--- config.mk ---
export PLATFORM = sky130hd
export DESIGN_NAME = dm_arbiter
export DESIGN_NICKNAME = d
export VERILOG_FILES = /design/src/rtl/dm_arbiter.sv
export SDC_FILE = /design/constraint.sdc
export NUM_CORES = 1
export LEC_CHECK = 0
export BUFFER_PORTS_ARGS = -buffer_cell sky130_fd_sc_hd__buf_2
export CORE_AREA = 2 2 148 150
export CTS_BUF_LIST = sky130_fd_sc_hd__clkbuf_8
export CTS_CLUSTER_DIAMETER = 150
export DETAILED_ROUTE_END_ITERATION = 10
export DIE_AREA = 0 0 150 152
export SYNTH_ARGS = -nofsm -noshare
export SYNTH_HDL_FRONTEND = slang
export SYNTH_SLANG_ARGS = --single-unit
--- constraint.sdc ---
create_clock -name clk -period 3.1 [get_ports clk]
set_clock_uncertainty 0.2 [all_clocks]
set_input_delay 0.31 -clock clk [delete_from_list [all_inputs] [get_ports clk]]
set_output_delay 0.31 -clock clk [all_outputs]
set_load 0.03 [all_outputs]
--- src/rtl/dm_arbiter.sv ---
// Two-requester arbiter for the single-port data memory: post-reset zero-fill sweep,
// round-robin grant, byte-enable merge via read-modify-write, registered response.
module dm_arbiter #(
    parameter int DEPTH        = 3072,
    parameter bit CLR_ON_RESET = 1'b1
) (
    input  logic        clk,
    input  logic        rst,
    input  logic        m0_req,
    input  logic        m0_we,
    input  logic [31:0] m0_addr,
    input  logic [3:0]  m0_be,
    input  logic [31:0] m0_wd,
    input  logic [31:0] m0_pc,
    output logic        m0_ack,
    output logic        m0_rvalid,
    output logic [31:0] m0_rdata,
    output logic        m0_err,
    input  logic        m1_req,
    input  logic        m1_we,
    input  logic [31:0] m1_addr,
    input  logic [3:0]  m1_be,
    input  logic [31:0] m1_wd,
    output logic        m1_ack,
    output logic        m1_rvalid,
    output logic [31:0] m1_rdata,
    output logic        m1_err,
    output logic [31:0] mem_addr,
    output logic [31:0] mem_wd,
    output logic        mem_we,
    input  logic [31:0] mem_rd,
    output logic        busy,
    output logic        dbg_state,
    output logic        trace_valid,
    output logic [31:0] trace_pc
);
    // Handshake: a requester holds req (and its operands) until ack; ack is combinational
    // in the grant cycle, and rvalid follows exactly one cycle later for one cycle.
    localparam int CW = (DEPTH > 1) ? $clog2(DEPTH) : 1;

    typedef enum logic {CLEAR = 1'b0, RUN = 1'b1} state_t;

    state_t        state, state_nxt;
    logic [CW-1:0] clr_cnt;
    logic          rr_ptr;
    logic          g0, g1;
    logic          s_we, s_err;
    logic [31:0]   s_addr, s_wd, merged, rdata_nxt;
    logic [3:0]    s_be;
    logic          m0_rv_q, m1_rv_q, m0_err_q, m1_err_q;
    logic [31:0]   m0_rdata_q, m1_rdata_q;

    function automatic logic access_err(input logic [31:0] addr, input logic [3:0] be);
        logic       legal;
        logic [1:0] low;
        case (be)
            4'b0001, 4'b0010, 4'b0100, 4'b1000,
            4'b0011, 4'b1100, 4'b1111: legal = 1'b1;
            default:                   legal = 1'b0;
        endcase
        if (be[0])      low = 2'd0;
        else if (be[1]) low = 2'd1;
        else if (be[2]) low = 2'd2;
        else            low = 2'd3;
        return ({2'b00, addr[31:2]} >= 32'(DEPTH)) || !legal || (addr[1:0] != low);
    endfunction

    always_comb begin
        g0     = 1'b0;
        g1     = 1'b0;
        if (!rst && state == RUN) begin
            g0 = m0_req && (!m1_req || !rr_ptr);
            g1 = m1_req && !g0;
        end
        s_we   = g1 ? m1_we   : m0_we;
        s_addr = g1 ? m1_addr : m0_addr;
        s_be   = g1 ? m1_be   : m0_be;
        s_wd   = g1 ? m1_wd   : m0_wd;
        s_err  = access_err(s_addr, s_be);
        for (int i = 0; i < 4; i++) begin
            merged[8*i +: 8] = s_be[i] ? s_wd[8*i +: 8] : mem_rd[8*i +: 8];
        end
        rdata_nxt = s_err ? 32'h0 : (s_we ? merged : mem_rd);
    end

    always_comb begin
        state_nxt = state;
        busy      = 1'b0;
        mem_we    = 1'b0;
        mem_addr  = {s_addr[31:2], 2'b00};
        mem_wd    = merged;
        case (state)
            CLEAR: begin
                busy     = 1'b1;
                mem_we   = 1'b1;
                mem_addr = {{(30-CW){1'b0}}, clr_cnt, 2'b00};
                mem_wd   = 32'h0;
                if (clr_cnt == CW'(DEPTH - 1)) state_nxt = RUN;
            end
            RUN: mem_we = (g0 || g1) && s_we && !s_err;
            default: state_nxt = RUN;
        endcase
        if (rst) mem_we = 1'b0;
    end

    always_ff @(posedge clk) begin
        if (rst) begin
            state      <= CLR_ON_RESET ? CLEAR : RUN;
            clr_cnt    <= '0;
            rr_ptr     <= 1'b0;
            m0_rv_q    <= 1'b0;
            m1_rv_q    <= 1'b0;
            m0_err_q   <= 1'b0;
            m1_err_q   <= 1'b0;
            m0_rdata_q <= 32'h0;
            m1_rdata_q <= 32'h0;
        end else begin
            state <= state_nxt;
            if (state == CLEAR) clr_cnt <= clr_cnt + 1'b1;
            if (g0)      rr_ptr <= 1'b1;
            else if (g1) rr_ptr <= 1'b0;
            m0_rv_q  <= g0;
            m1_rv_q  <= g1;
            m0_err_q <= g0 && s_err;
            m1_err_q <= g1 && s_err;
            if (g0) m0_rdata_q <= rdata_nxt;
            if (g1) m1_rdata_q <= rdata_nxt;
        end
    end

    // Gating rvalid with rst drops a response that was registered just before reset.
    assign m0_ack      = g0;
    assign m1_ack      = g1;
    assign m0_rvalid   = m0_rv_q && !rst;
    assign m1_rvalid   = m1_rv_q && !rst;
    assign m0_rdata    = m0_rdata_q;
    assign m1_rdata    = m1_rdata_q;
    assign m0_err      = m0_err_q;
    assign m1_err      = m1_err_q;
    assign dbg_state   = state;
    assign trace_valid = g0 && m0_we && !s_err;
    assign trace_pc    = m0_pc;
endmodule

==> metrics, run 1 <==
crit end category=primary output; die height=152 um; HP Class=in -> reg; Unique masters post-synth=44; clock sinks=82; critical path class=reg -> out; max cap viols=0; final max-slew violation count=0; Power Density=314 mW/mm2; Critical Path AT=2.44 ns; RSZ-0062 raised after global routing=no; status=completed; Final period util=95.2%; die area=0.0228 mm2; global-route wire length before repair=32.6 mm; CTS root buffer=clkbuf_8; initial core utilization=25.1%; share of cells above drive strength 1=38.6%; Layout area overhead=35.1%; hold_buf cts=0; total power=2.27 mW; slowest cell on the critical path=or3_4; crit-path cells=nor2b_1 -> or3_4 -> inv_4 -> mux2_2 -> mux2i_1 -> o221a_2 -> and3_1 -> clkbuf_4; Remaining Overflow, GRT=0; proportion of power drawn by combinational gates=15.5%; Int Power=1.67 mW; Synth Area in Adders=0.234%; largest family of logic cells by synthesized area=compound AO/OA/AOI/OAI gates; sequential share of power=46.7%; Final GP Congestion=0.840; chip width=150 um; CP Data Required Time=2.59 ns; CP Launch Type=flip-flop; worst slack, placed=0.275 ns; simple-gate portion of the synthesized area=26.6%; total number of yosys warnings=0; Static Leak=3.48 nW; Switching Share=26.5%; I/O pin cnt=376; Compound-Gate Fraction of Synth Area=27.6%; core area=0.0214 mm2; WL/cell=16.6 um; Core Rows=54; vias in the first global route=6006; number of buffers added on ports=309; multiplexer share of the synthesized area=1.61%; number of remaining DRC errors=0; Seq/Total Area, Yosys=30.7%; clock latency on the worst-skew pair=0.36 ns; Peak VDD IR=0.139 mV; number of setup violations in the final report=0; routed vias=6263; XOR/XNOR Fraction of Synth Area=1.96%; CTS tree=yes; Worst Setup Slack, final=0.149 ns; drt pass-1 iters=4; Final nets=1185; cts bufs inserted=9; Sw Pwr=0.600 mW; largest net degree at the start of global routing=54; placed wire-length estimate=16.6 mm; Final Critical Period=2.95 ns; Clock transition at path regs=0.08 ns; initial antenna violation count=1; Post-DRT Antenna Nets=0; CP max FO=7; count of state elements after synthesis=82; Slew @ Worst Pin=0.872 ns; worst-case clock buffer depth=2; total track usage=18.1%; Slew headroom=41.8%; Final Hold Fails=0; clock network fraction of total power=37.8%; H-tree Lvls=3; CP max stage delay=0.40 ns; cell count after synthesis=729; Mean Syn Cell Area=7.34 um2; Post-Route WL=21.0 mm; Mapped Area=0.00535 mm2; vias per cell=4.95; drt initial violations=336; achievable frequency=339 MHz
[what timing repair did]
item | 4_1_cts | 5_1_grt
gates resized for setup | 3 | 6
endpoints found under the setup margin | 2 | 18
pin swaps | 0 | 0
endpoints found under the hold margin | 0 | 0
setup buffers | 0 | 1
[cell usage after synthesis]
master     instances  share of area, %
or3_1              1              0.12
clkbuf_1          35               2.5
nand2_1          141               9.9
clkinv_2           1             0.093
a31o_1            28               4.6
o21ai_0            1             0.093
or3_4              1              0.21
nand3_1           14               1.3
a211oi_1           4              0.56
conb_1             1             0.070
o22ai_1           32               3.7
inv_2              1             0.070
a22o_1            32               5.2
buf_6              8               1.7
o21a_1             1              0.14
nand4_1            2              0.23
xnor2_1            2              0.33
nor2b_1            5              0.58
o21ai_2            1              0.16
nor4_1             8              0.94
a21oi_1           56               5.2
and4b_1            2              0.37
a311oi_1          33               5.4
mux2_2             1              0.21
inv_1              3              0.21
nor2_1            98               6.9
a31oi_1           12               1.4
and4_1             1              0.16
or2_2              3              0.35
buf_2             14               1.3
and3_1             6              0.70
ha_1               1              0.23
nor3_1             3              0.28
mux2_4             1              0.28
mux2i_1            6               1.1
a31o_2             4              0.65
buf_4             38               5.3
o2bb2ai_1          1              0.16
xor2_1            10               1.6
nand3b_1           1              0.14
dfxtp_1           82                31
buf_1              1             0.070
nor3b_1           32               4.5
o221a_2            1              0.21
[final timing paths]
| kind | slack [ns] | endpoint | cells past startpoint | start |
|---|---|---|---|---|
| hold reg to reg | 0.28 | m1_rdata[15] | 1 | m1_rdata[15] |
| setup reg to reg | 0.56 | m0_rdata[30] | 7 | rr_ptr |
| hold / removal | 0.03 | m0_rv_q | 2 | m1_req |
| setup / recovery | 0.15 | trace_valid | 8 | rr_ptr |
[layer usage]
metal  up-vias  GRT usage (%)  wire [um]
li1       3089              -          -
met1      2866           21.9       8740
met5         -              0          0
met3        38           3.39       1530
met2       270           31.1      10100
met4         0           7.37        605
[worst max-delay path, delay by kind of cell, from the launching register on]
family	cells	cell delay, ns
buf+inv	2	0.29
flops	1	0.38
compound gates	1	0.29
mux	2	0.50
simple gates	3	0.62
[power by group through the flow]
| stage | Sequential, mW | Combinational [mW] | Clock [mW] |
|---|---|---|---|
| floorplan | 1.08 | 0.235 | 0 |
| global placement | 1.08 | 0.347 | 0 |
| detailed placement | 1.08 | 0.351 | 0 |
| CTS | 1.06 | 0.353 | 0.890 |
| global route | 1.06 | 0.393 | 0.934 |
| finish | 1.06 | 0.351 | 0.859 |
[cell type report]
class / count / area [um2]
fillers: 2357 / 14100
multi-input cells: 547 / 3230
repair buffers: 333 / 1760
flip-flops and latches: 82 / 1650
well taps: 280 / 350
clock buffers: 10 / 138
clock inverters: 5 / 78.8
inverters: 5 / 21.3
diodes: 2 / 5.00
[cell usage in the layout, fill, tap and decap left out, drive strengths merged, types with 2 or more instances in the layout]
| master | n |
|---|---|
| a211oi | 4 |
| a21oi | 56 |
| a22o | 32 |
| a311oi | 33 |
| a31o | 32 |
| a31oi | 12 |
| and3 | 6 |
| and4b | 2 |
| buf | 332 |
| bufinv | 2 |
| clkbuf | 11 |
| clkinv | 3 |
| conb | 2 |
| dfxtp | 82 |
| diode | 2 |
| inv | 5 |
| mux2 | 2 |
| mux2i | 6 |
| nand2 | 141 |
| nand3 | 14 |
| nand4 | 2 |
| nor2 | 98 |
| nor2b | 5 |
| nor3 | 3 |
| nor3b | 32 |
| nor4 | 8 |
| o21ai | 2 |
| o22ai | 32 |
| or2 | 3 |
| or3 | 2 |
| xnor2 | 2 |
| xor2 | 10 |
[flip-flops by register name, summed over array words and instances (netlist names)]
name,cells
m1_err,1
m1_rv_q,1
m0_rv_q,1
dbg_state,1
m1_rdata,32
m0_rdata,32
rr_ptr,1
m0_err,1
clr_cnt,12
[logic make-up (layout without fill, tap and decap cells)]
group / Yosys count / in the layout
buffers and inverters: 101 / 353
XOR/XNOR: 12 / 12
flip-flops: 82 / 82
AO/OA/AOI/OAI: 206 / 206
AND/OR/NAND/NOR: 318 / 318
adder cells (fa/ha/maj): 1 / 1
multiplexers: 8 / 8
other: 1 / 4
[through the flow]
step                      util [%]  setup TNS (ns)  std cells  area (um2)  hold WS [ns]
after floorplan                  -          -0.941        730        5440         0.209
after global placement        32.7               0       1246        6970         0.258
after detailed placement      32.7               0       1246        6970         0.263
after CTS                     33.7               0       1261        7200       0.00362
after global routing          33.8               0       1262        7220        0.0168
final                         33.9               0       1264        7230        0.0323
(Power assumes the default switching activity.)
==> run 2, diff against run 1 <==
==> constraint.sdc (replaced) <==
create_clock -name clk -period 2.5 [get_ports clk]
set_clock_uncertainty 0.2 [all_clocks]
set_input_delay 0.25 -clock clk [delete_from_list [all_inputs] [get_ports clk]]
set_output_delay 0.25 -clock clk [all_outputs]
set_load 0.03 [all_outputs]
==> run 2 against run 1 <==
- the flow now finishes with violations (negative setup slack)
- flip-flop and latch count unchanged
- count of clock-buffer cells in the layout decreased by 1
- non-clock buffer count increased by 52
- final area increased by 30%
- critical path depth unchanged
- critical path type unchanged
- core utilization increased by 10 points
- largest power group unchanged
- register-to-register slack got worse by 0.51 ns
- setup slack got worse by 0.46 ns
- sequential share of layout area decreased by 5.3 points
- power increased by 36%
==> metrics, run 2 (synthesis results as in run 1) <==
achievable frequency=356 MHz; Final period util=112%; clock latency on the worst-skew pair=0.36 ns (about the same); Static Leak=4.06 nW (+17%); critical path class=reg -> out; Remaining Overflow, GRT=0 (unchanged); Slew @ Worst Pin=0.586 ns (-0.286 ns); Post-DRT Antenna Nets=0 (unchanged); met2 usage=31.9% (+0.78 points); routed vias=6693 (+6.9%); worst-case clock buffer depth=2 (unchanged); initial core utilization=25.1% (unchanged); slowest cell on the critical path=or3_4; CP Buf/Inv Count=2 (unchanged); clock sinks=82 (unchanged); Worst Setup Slack, final=-0.309 ns (-0.457 ns); CTS tree=yes; placed wire-length estimate=17.3 mm (+4.7%); die height=152 um (unchanged); CP top delay family=simple AND/OR/NAND/NOR gates; HP Class=in -> reg; CP Data Required Time=2.05 ns (-0.54 ns); number of buffers added on ports=309 (unchanged); CP max stage delay=0.41 ns (about the same); die area=0.0228 mm2 (unchanged); final max-slew violation count=0 (unchanged); CP max FO=4 (-3); most frequent cells in the layout=245 x buf_2, 98 x nand2_1, 80 x dfxtp_1, 77 x nor2_1, 68 x buf_6; Final nets=1238 (+4.5%); Slew headroom=60.8% (+19 points); number of setup violations in the final report=56 (+56); M1 GR Usage=23.7% (+1.8 points); number of remaining DRC errors=0 (unchanged); total track usage=19.2% (+1.2 points); drt initial violations=231 (-31%); GR Util met3=4.92% (+1.5 points); cts bufs inserted=9 (unchanged); final cell count without fillers=1318 (+4.3%); RSZ-0062 raised after global routing=yes; vias per cell=5.08 (+2.5%); most common cell after layout, fill and taps aside=buf_2; crit-path cells=nor2b_1 -> or3_4 -> clkinv_4 -> mux2_4 -> mux2i_2 -> o221a_4 -> and3_4 -> buf_6; I/O pin cnt=376 (unchanged); largest net degree at the start of global routing=47 (-13%); max cap viols=0 (unchanged); CP Launch Type=flip-flop; global-route wire length before repair=34.1 mm (+4.6%); Final GP Congestion=0.845 (+0.56%); Final Critical Period=2.81 ns; Critical Path AT=2.36 ns (-0.08 ns); R2R cell count=9 (+2); core area=0.0214 mm2 (unchanged); final core occ=44.1% (+10 points); number of cells on the critical path=8 (unchanged); chip width=150 um (unchanged); crit end category=primary output; initial antenna violation count=2 (+1); Layout area overhead=75.7%; Post-Route WL=24.1 mm (+15%); Final Hold Fails=0 (unchanged); share of cells above drive strength 1=53.4% (+15 points); number of cells on the worst hold path=3 (+1); Clock transition at path regs=0.08 ns (about the same); busiest layer in global routing=met2; failing checks=negative setup slack; Peak VDD IR=0.187 mV (+35%); CTS root buffer=clkbuf_8; WL/cell=18.2 um (+10%); vias in the first global route=6113 (+1.8%); cell count after placement=1268 (+1.8%); Core Rows=54 (unchanged); H-tree Lvls=3 (unchanged); drt pass-1 iters=4 (unchanged); hold_buf cts=0 (unchanged); Power Density=327 mW/mm2 (+4.2%); status=finished, violations left
[run 2: routing by layer]
layer  wire length [um]  vias to the layer above
li1                   -                     3199
met1               9870                     3191
met2              11700                      260
met3               1870                       43
met4                638                        0
met5                  0                        -
[run 2: where the power goes]
group / internal (mW) / leakage [nW] / switching, mW
Combinational: 0.256 / 3.28 / 0.343
Clock: 0.655 / 0.122 / 0.508
Sequential: 1.31 / 0.662 / 0.00508
[run 2: final timing paths]
| check | endpoint | from | slack (ns) |
|---|---|---|---|
| setup / recovery | trace_valid | rr_ptr | -0.31 |
| setup reg to reg | m0_rdata[8] | rr_ptr | 0.05 |
| hold / removal | rr_ptr | m0_req | 0.04 |
| hold reg to reg | m1_rdata[18] | m1_rdata[18] | 0.28 |
[run 2: area by class of cell]
type | count | area [um2]
diodes | 2 | 5.00
clock buffers | 9 | 124
clock inverters | 7 | 110
fillers | 2178 | 11900
inverters | 5 | 26.3
multi-input cells | 548 | 4180
flip-flops and latches | 82 | 1650
well taps | 280 | 350
repair buffers | 385 | 2960
[run 2: timing repair]
action,in CTS,in global routing
pin swaps,3,35
buffers inserted,9,14
endpoints found under the setup margin,61,90
resized for setup,71,211
cloned,1,8
[run 2: worst min-delay path, stage by stage]
cell and delay [ns]:
buf_2 0.12, a21oi_1 0.14, a311oi_1 0.06
[run 2: through the flow]
step / hold slack (ns) / total power, mW / setup WS (ns) / instance area (um2) / TNS (ns)
floorplan: 0.149 / 1.69 / -0.0305 / 6160 / -0.0416
global placement: 0.258 / 1.86 / -0.104 / 7990 / -0.438
detailed placement: 0.259 / 1.86 / -0.133 / 7990 / -1.80
CTS: 0.00279 / 3.06 / -0.354 / 8540 / -12.10
global route: 0.0270 / 3.23 / -0.387 / 9400 / -14.19
finish: 0.0398 / 3.08 / -0.309 / 9410 / -9.00
==> run 3, diff against run 2 <==
--- a/config.mk
+++ b/config.mk
@@ -6,11 +6,14 @@
 export NUM_CORES = 1
 export LEC_CHECK = 0
 export BUFFER_PORTS_ARGS = -buffer_cell sky130_fd_sc_hd__buf_2
-export CORE_AREA = 2 2 148 150
+export CELL_PAD_IN_SITES_DETAIL_PLACEMENT = 0
+export CELL_PAD_IN_SITES_GLOBAL_PLACEMENT = 1
+export CORE_ASPECT_RATIO = 0.7
+export CORE_UTILIZATION = 25
 export CTS_BUF_LIST = sky130_fd_sc_hd__clkbuf_8
 export CTS_CLUSTER_DIAMETER = 150
 export DETAILED_ROUTE_END_ITERATION = 10
-export DIE_AREA = 0 0 150 152
+export PLACE_DENSITY_LB_ADDON = 0.1
 export SYNTH_ARGS = -nofsm -noshare
 export SYNTH_HDL_FRONTEND = slang
 export SYNTH_SLANG_ARGS = --single-unit
==> run 3 against run 2 <==
- the run still ends with negative setup slack left
- critical path depth is the same
- first-iteration DRC count grew 54%
- routed wire length fell by 3.1%
- combinational power shrank 9.5%
- largest cell class unchanged
- maximum frequency decreased by 0.17%
- sequential share of layout area up 1.5 points
- register-to-register slack better by 0.03 ns
- final area shrank 8.2%
- clock power increased by 4%
- global-route usage is 1.7 points higher
==> metrics, run 3 (synthesis results as in run 1) <==
Power Density=355 mW/mm2 (+8.5%); CTS root buffer=clkbuf_8; Final Hold Fails=0 (unchanged); clock latency on the worst-skew pair=0.37 ns (about the same); chip width=177 um (+18%); routed vias=6337 (-5.3%); CP Launch Type=flip-flop; R2R cell count=9 (unchanged); total track usage=20.9% (+1.7 points); Core Rows=44 (-19%); CP max FO=6 (+2); Final nets=1232 (-0.48%); global-route wire length before repair=36.1 mm (+6.0%); Layout area overhead=61.4%; Slew @ Worst Pin=0.675 ns (+0.0890 ns); initial antenna violation count=2 (unchanged); hold worst-path end=m0_rv_q; crit end category=primary output; drt pass-1 iters=5 (+1); number of cells on the worst hold path=3 (unchanged); clock sinks=82 (unchanged); Hold Startpoint=m1_req; H-tree Lvls=3 (unchanged); number of buffers added on ports=309 (unchanged); achievable frequency=355 MHz (-0.17%); cts bufs inserted=9 (unchanged); failing checks=negative setup slack; final core occ=41.4% (-2.7 points); Critical R2R Capture=m0_rdata[17]; Clock transition at path regs=0.08 ns (about the same); placed wire-length estimate=18.3 mm (+5.6%); CTS tree=yes; R2R Setup Slk=0.08 ns (+0.03 ns); drt initial violations=355 (+54%); worst-case clock buffer depth=2 (unchanged); Remaining Overflow, GRT=0 (unchanged); share of cells above drive strength 1=46.9% (-6.5 points); most frequent cells in the layout=274 x buf_2, 136 x nand2_1, 97 x nor2_1, 81 x dfxtp_1, 65 x buf_4; Worst Setup Slack, final=-0.313 ns (-0.00470 ns); beginning of the critical path=dbg_state; status=finished, violations left; core area=0.0209 mm2 (-2.3%); area occupied by multi-input gates=0.00393 mm2 (-6.0%); final max-slew violation count=0 (unchanged); vias in the first global route=6298 (+3.0%); Final Critical Period=2.81 ns (+0.00470 ns); hold_buf cts=0 (unchanged); number of remaining DRC errors=0 (unchanged); die area=0.0220 mm2 (-3.5%); die height=124 um (-18%); Seq. cell area=0.00165 mm2 (about the same); Post-DRT Antenna Nets=0 (unchanged); Static Leak=3.85 nW (-5.2%); vias per cell=4.85 (-4.5%); Post-Route WL=23.3 mm (-3.1%); initial core utilization=25.7% (+0.58 points); most common cell after layout, fill and taps aside=buf_2; RR Startpoint=dbg_state; Setup TNS Final=-6.53 ns (+2.47 ns); WL/cell=17.8 um (-2.2%); Slew headroom=55.0% (-5.8 points); Final period util=113% (+0.19 points); RSZ-0062 raised after global routing=yes; Peak VDD IR=0.189 mV (+0.65%); Final GP Congestion=0.803 (-5.0%); WHS=0.0426 ns (+0.00280 ns); total power=3.06 mW (-0.37%); largest net degree at the start of global routing=55 (+17%); Critical Path AT=2.36 ns (about the same); critical path class=reg -> out; I/O pin cnt=376 (unchanged); number of setup violations in the final report=58 (+3.6%); # fillers=2179 (+0.046%); HP Class=in -> reg; max cap viols=0 (unchanged); CP Data Required Time=2.05 ns (about the same)
==> run 3: cell count changes in the layout (fill, tap and decap cells not counted), sizes merged <==
cell,previous run,this run
nor2,99,98
diode,2,1
buf,378,379
clkbuf,16,10
==> run 3: final cells by class <==
cell class	count	area share (%)
clock inverter	7	1.43
antenna	1	0.0290
multi-input combinational	547	45.5
sequential	82	19.0
inverter	5	0.304
timing repair buffer	380	28.2
clock buffer	9	1.43
tap	276	4.00
==> run 3: timing repair <==
action                     in CTS  in global routing
buffers inserted                5                  0
setup endpoints to repair      64                 90
gates cloned                    0                  1
pin swaps                       2                  2
resized for setup              67                  7
==> run 3: critical path, stage by stage (launching register included) <==
cell	delay [ns]
dfxtp_4	0.36
nand2_2	0.04
or3_4	0.39
clkinv_4	0.08
mux2_4	0.32
mux2i_2	0.23
o221a_4	0.25
and3_4	0.19
buf_6	0.13
==> run 3: report_power, final <==
part / leakage [nW] / internal (mW) / switching, mW
Combinational: 3.07 / 0.229 / 0.314
Sequential: 0.662 / 1.31 / 0.00544
Clock: 0.120 / 0.672 / 0.536
==> run 3: worst max-delay path by stage <==
stage                        to  slack [ns]
CTS                 trace_valid       -0.32
floorplan                mem_we       -0.03
detailed placement  trace_valid       -0.08
finish              trace_valid       -0.31
global placement    trace_valid       -0.07
global route        trace_valid       -0.41
==> run 3: per-stage QoR <==
stage               worst slack, ns  instance area, um2  cells
finish                       -0.313                8640   1307
global route                 -0.407                8640   1306
floorplan                   -0.0305                6160    730
global placement            -0.0706                8090   1284
detailed placement          -0.0816                8090   1284
CTS                          -0.322                8580   1305
==> run 3: per-layer routing <==
metal,vias up,share of wire (%),track usage [%]
met5,-,0.056,0
met4,2,1.4,4.87
met3,32,6.6,5.31
met1,2906,48,28.9
met2,209,44,32.1
li1,3188,-,-
